$ cat config.mk
export PLATFORM = sky130hd
export DESIGN_NAME = floo_vc_credit_out_port
export DESIGN_NICKNAME = d
export VERILOG_FILES = /design/src/rtl/floo_vc_credit_out_port.sv
export SDC_FILE = /design/constraint.sdc
export NUM_CORES = 1
export LEC_CHECK = 0
export CORE_MARGIN = 2
export CORE_UTILIZATION = 61
export DETAILED_ROUTE_END_ITERATION = 10
export DONT_BUFFER_PORTS = 1
export GPL_ROUTABILITY_DRIVEN = 0
export PLACE_DENSITY = 0.78
export REMOVE_ABC_BUFFERS = 1
export SLEW_MARGIN = 15
export SYNTH_ARGS = -nofsm -noshare
export SYNTH_HDL_FRONTEND = slang
export SYNTH_SLANG_ARGS = --single-unit
$ cat constraint.sdc
create_clock -name clk_i -period 3.3 [get_ports clk_i]
set_input_delay 0.99 -clock clk_i [delete_from_list [all_inputs] [get_ports clk_i]]
set_output_delay 0.99 -clock clk_i [all_outputs]
set_load 0.005 [all_outputs]
$ cat src/rtl/floo_vc_credit_out_port.sv
// Credit-based virtual-channel output port: round-robin arbitration over VCs that hold
// credits, optional wormhole lock per packet, registered link output.
package floo_vc_pkg;

  typedef struct packed {
    logic       last;
    logic [3:0] src;
  } hdr_t;

  typedef struct packed {
    hdr_t        hdr;
    logic [15:0] payload;
  } flit_t;

endpackage

module floo_vc_credit_out_port #(
  parameter int unsigned NumVirtChannels = 2,
  parameter int unsigned MaxCredits      = 4,
  parameter bit          WormholeLock    = 1'b0,
  parameter type         flit_t          = floo_vc_pkg::flit_t,
  parameter int unsigned CntWidth        = $clog2(MaxCredits + 1)
) (
  input  logic                                     clk_i,
  input  logic                                     rst_i,
  input  logic  [NumVirtChannels-1:0]              valid_i,
  output logic  [NumVirtChannels-1:0]              ready_o,
  input  flit_t [NumVirtChannels-1:0]              data_i,
  output logic  [NumVirtChannels-1:0]              valid_o,
  output flit_t                                    data_o,
  input  logic  [NumVirtChannels-1:0]              credit_i,
  output logic  [NumVirtChannels-1:0][CntWidth-1:0] credit_cnt_o
);

  localparam int unsigned IdxWidth = (NumVirtChannels > 1) ? $clog2(NumVirtChannels) : 1;

  typedef logic [IdxWidth-1:0] vc_idx_t;
  typedef logic [CntWidth-1:0] cnt_t;

  localparam cnt_t CntMax = cnt_t'(MaxCredits);

  cnt_t [NumVirtChannels-1:0] credit_cnt_q, credit_cnt_d;
  vc_idx_t                    rr_ptr_q, rr_ptr_d;
  vc_idx_t                    lock_vc_q, lock_vc_d;
  logic                       lock_q, lock_d;
  logic [NumVirtChannels-1:0] eligible;
  logic [NumVirtChannels-1:0] grant;
  logic [NumVirtChannels-1:0] valid_q;
  vc_idx_t                    grant_idx;
  logic                       grant_any;
  flit_t                      grant_flit;
  flit_t                      data_q;

  // Credits returned this cycle only count from the next cycle on (no bypass).
  always_comb begin
    for (int unsigned v = 0; v < NumVirtChannels; v++) begin
      eligible[v] = valid_i[v] && (credit_cnt_q[v] != '0);
    end
  end

  always_comb begin : arbiter
    vc_idx_t cand;
    // NOTE: every output of a combinational block gets a default first so no latch is inferred.
    grant     = '0;
    grant_idx = '0;
    grant_any = 1'b0;
    cand      = '0;
    if (!rst_i) begin
      if (lock_q) begin
        // A locked VC owns the link even when it has nothing to send.
        grant_idx = lock_vc_q;
        grant_any = eligible[lock_vc_q];
      end else begin
        for (int unsigned k = 0; k < NumVirtChannels; k++) begin
          cand = vc_idx_t'((32'(rr_ptr_q) + k) % NumVirtChannels);
          if (!grant_any && eligible[cand]) begin
            grant_any = 1'b1;
            grant_idx = cand;
          end
        end
      end
      grant[grant_idx] = grant_any;
    end
  end

  assign grant_flit = data_i[grant_idx];

  always_comb begin : next_state
    credit_cnt_d = credit_cnt_q;
    rr_ptr_d     = rr_ptr_q;
    lock_d       = lock_q;
    lock_vc_d    = lock_vc_q;
    for (int unsigned v = 0; v < NumVirtChannels; v++) begin
      if (grant[v] && !credit_i[v]) begin
        credit_cnt_d[v] = credit_cnt_q[v] - cnt_t'(1);
      end else if (!grant[v] && credit_i[v] && (credit_cnt_q[v] != CntMax)) begin
        credit_cnt_d[v] = credit_cnt_q[v] + cnt_t'(1);
      end
    end
    if (grant_any) begin
      if (WormholeLock && !grant_flit.hdr.last) begin
        lock_d    = 1'b1;
        lock_vc_d = grant_idx;
      end else begin
        lock_d   = 1'b0;
        rr_ptr_d = vc_idx_t'((32'(grant_idx) + 32'd1) % NumVirtChannels);
      end
    end
  end

  // NOTE: state registers use non-blocking assignments so all flops update from pre-edge values.
  always_ff @(posedge clk_i) begin
    if (rst_i) begin
      valid_q      <= '0;
      data_q       <= '0;
      credit_cnt_q <= {NumVirtChannels{CntMax}};
      rr_ptr_q     <= '0;
      lock_q       <= 1'b0;
      lock_vc_q    <= '0;
    end else begin
      valid_q      <= grant;
      credit_cnt_q <= credit_cnt_d;
      rr_ptr_q     <= rr_ptr_d;
      lock_q       <= lock_d;
      lock_vc_q    <= lock_vc_d;
      // The link flit holds its last value while the link idles.
      if (grant_any) begin
        data_q <= grant_flit;
      end
    end
  end

  assign ready_o      = grant;
  assign valid_o      = valid_q;
  assign data_o       = data_q;
  assign credit_cnt_o = credit_cnt_q;

  for (genvar v = 0; v < NumVirtChannels; v++) begin : g_vc_assert
    CreditOverflow: assert property (@(posedge clk_i) disable iff (rst_i)
      !(credit_i[v] && !grant[v] && (credit_cnt_q[v] == CntMax)));
    ValidHeld: assert property (@(posedge clk_i) disable iff (rst_i)
      valid_i[v] && !ready_o[v] |=> valid_i[v]);
  end

  ReadyOneHot: assert property (@(posedge clk_i) $onehot0(ready_o));
  ValidOneHot: assert property (@(posedge clk_i) $onehot0(valid_o));

endmodule

==> impl_metrics.ini <==
[finish]
post-route-util = 0.680
area_delta_synth_final_pct = 5.71
multi_input_area_um2 = 742
fillers = 197
layout-drive-gt1-share = 0.105
ff_latch_area_um2 = 601
nets = 221
diodes = 0

[clock_network]
postCtsHoldBufs = 0
cts_buffers = 5
cts.htree.levels = 2
numClockSinks = 30
post_cts_resized = 0
post_cts_buffers = 0
tritoncts = done
clock_path_buffers = 2
clkTransAtPathRegs_ns = 0.09
root_buffer = clkbuf_4
clk_latency_ns = 0.32

[setup_path]
critPathCaptureType = output pin
critical_path_class = flip-flop to output pin
critPathArrivalTime_ns = 1.90
worstPathMaxFanout = 24
cp-start-kind = flip-flop
cp.required_ns = 2.31

[logic_synthesis]
postSynthAreaPerCell_um2 = 8.38
synth_top_area_frac = 0.422
synthCells = 170
synthArstFlopShare = 0
synth_cell_types = 39
synth_most_common_cell = nand2_1
ys_ff_latch = 30
yosys.area.top_type = dfxtp_1
yosys-top-cells-count = nand2_1 (48), dfxtp_1 (30), a22oi_1 (20)
ys_warn_count = 0
synth_seq_area_share = 0.422
synthTopCellsByArea = dfxtp_1 (42%), nand2_1 (13%), a22oi_1 (11%)
syn-cell-area_mm2 = 0.00142
synth_flop_cell = dfxtp_1
synth-edff-count = 0

[min_path]
min_path_type = flip-flop to flip-flop

[sta]
period_share = 0.875
fin_ws_ns = 0.412
skew_ns = 0.00317
worst_slew_pin_slew_ns = 0.472
hold_slack_ns = 0.499
fin_crit_ns = 2.89
finalHoldViolations = 0
finalSetupTns_ns = 0
rsz0062_at_grt = false
max_freq_mhz = 346
relSlewSlack = 0.681
maxSlewViolCount = 0
finalSetupViolations = 0

[drt]
wl_per_cell_um = 15.6
firstDrtPassIters = 4
first_iter_violations = 34
vias = 1232
drc = 0
postRouteAntennaNets = 0
finalWirelength_mm = 3.11
viasPerCell = 6.16

[global_routing]
grt_util_all_layers = 0.250
overflow = 0
grt_pass1_vias = 1150
antenna_found_initial = 0
grt_max_degree = 31
grt_pass1_wl_mm = 4.91

[die]
start_util = 0.644
core_mm2 = 0.00221
rows = 17
dieArea_mm2 = 0.00274
io_pins = 79
die_h_um = 52.3
die_w_um = 52.3

[outcome]
outcome = finished clean

[placed_design]
portBuffers = 0
pre_cts_ws_ns = 0.241
hpwl_mm = 2.21

[pwr]
max-vdd-ir-drop_v = 0.000375
total_power_uw = 808
p_per_area_mw_per_mm2 = 537
p_leak_uw = 0.000617

[job]
maxCapViolCount = 0
==> report_power, final <==
group | switching (µW) | internal [µW]
Combinational | 81.4 | 58.8
Clock | 118 | 103
Sequential | 41.9 | 406
==> layer usage <==
| metal | wire length, µm | track usage | part of all wire |
|---|---|---|---|
| met3 | 282 | 0.123 | 0.091 |
| met1 | 1270 | 0.273 | 0.41 |
| met2 | 1510 | 0.410 | 0.48 |
| met5 | 0 | 0 | 0 |
| met4 | 54 | 0.0983 | 0.017 |
==> state kept, by name, indices dropped and copies added (netlist names) <==
name and cells:
data_o 21, credit_cnt_o 6, valid_o 2, rr_ptr_q 1
==> layout by cell type (no fill, tap or decap), types with 2 or more instances in the layout <==
master	count
nand2_1	48
dfxtp_1	30
a22oi_1	20
inv_1	8
nor2_1	6
clkbuf_4	5
a21oi_1	4
buf_4	4
nor3_1	3
nor2b_1	3
or3_1	2
inv_2	2
o31a_1	2
a2111oi_0	2
o21ai_1	2
xnor2_1	2
or4_1	2
nand4_1	2
a311oi_1	2
fa_1	2
==> kinds of logic (layout without fill, tap and decap cells) <==
family | Yosys count | count (layout) | synth area share
simple gates | 72 | 72 | 0.226
xor+xnor | 2 | 2 | 0.0123
fa+ha+maj | 2 | 2 | 0.0281
buf+inv | 20 | 22 | 0.0606
compound gates | 43 | 43 | 0.244
mux | 1 | 1 | 0.00703
flops | 30 | 30 | 0.422
==> final cells by class <==
class | instances | share of cell area
Timing Repair Buffer | 4 | 0.0200
Clock inverter | 1 | 0.00333
Inverter | 10 | 0.0249
Clock buffer | 7 | 0.0366
Multi-Input combinational cell | 120 | 0.493
Tap cell | 28 | 0.0233
Sequential cell | 30 | 0.399
==> metrics by stage <==
stage	cells	instance area [µm²]
detailed placement	192	1450
global placement	192	1450
CTS	200	1510
global route	200	1510
finish	200	1510
floorplan	160	1380
==> path summary, 6_finish.rpt <==
path                            slack, ns       startpoint              end  cells past startpoint
worst max-delay path                 0.41  credit_cnt_o[5]       ready_o[0]                      4
worst min-delay path                 0.50         rr_ptr_q         rr_ptr_q                      2
worst max register to register       0.56  credit_cnt_o[5]  credit_cnt_o[2]                      9
worst min register to register       0.50         rr_ptr_q         rr_ptr_q                      2
==> worst max-delay path: stages (launching register included) <==
cell	delay [ns]
dfxtp_1	0.41
o311a_1	0.38
or3_1	0.44
inv_2	0.09
buf_4	0.25
Power figures use the tool's default switching activity.
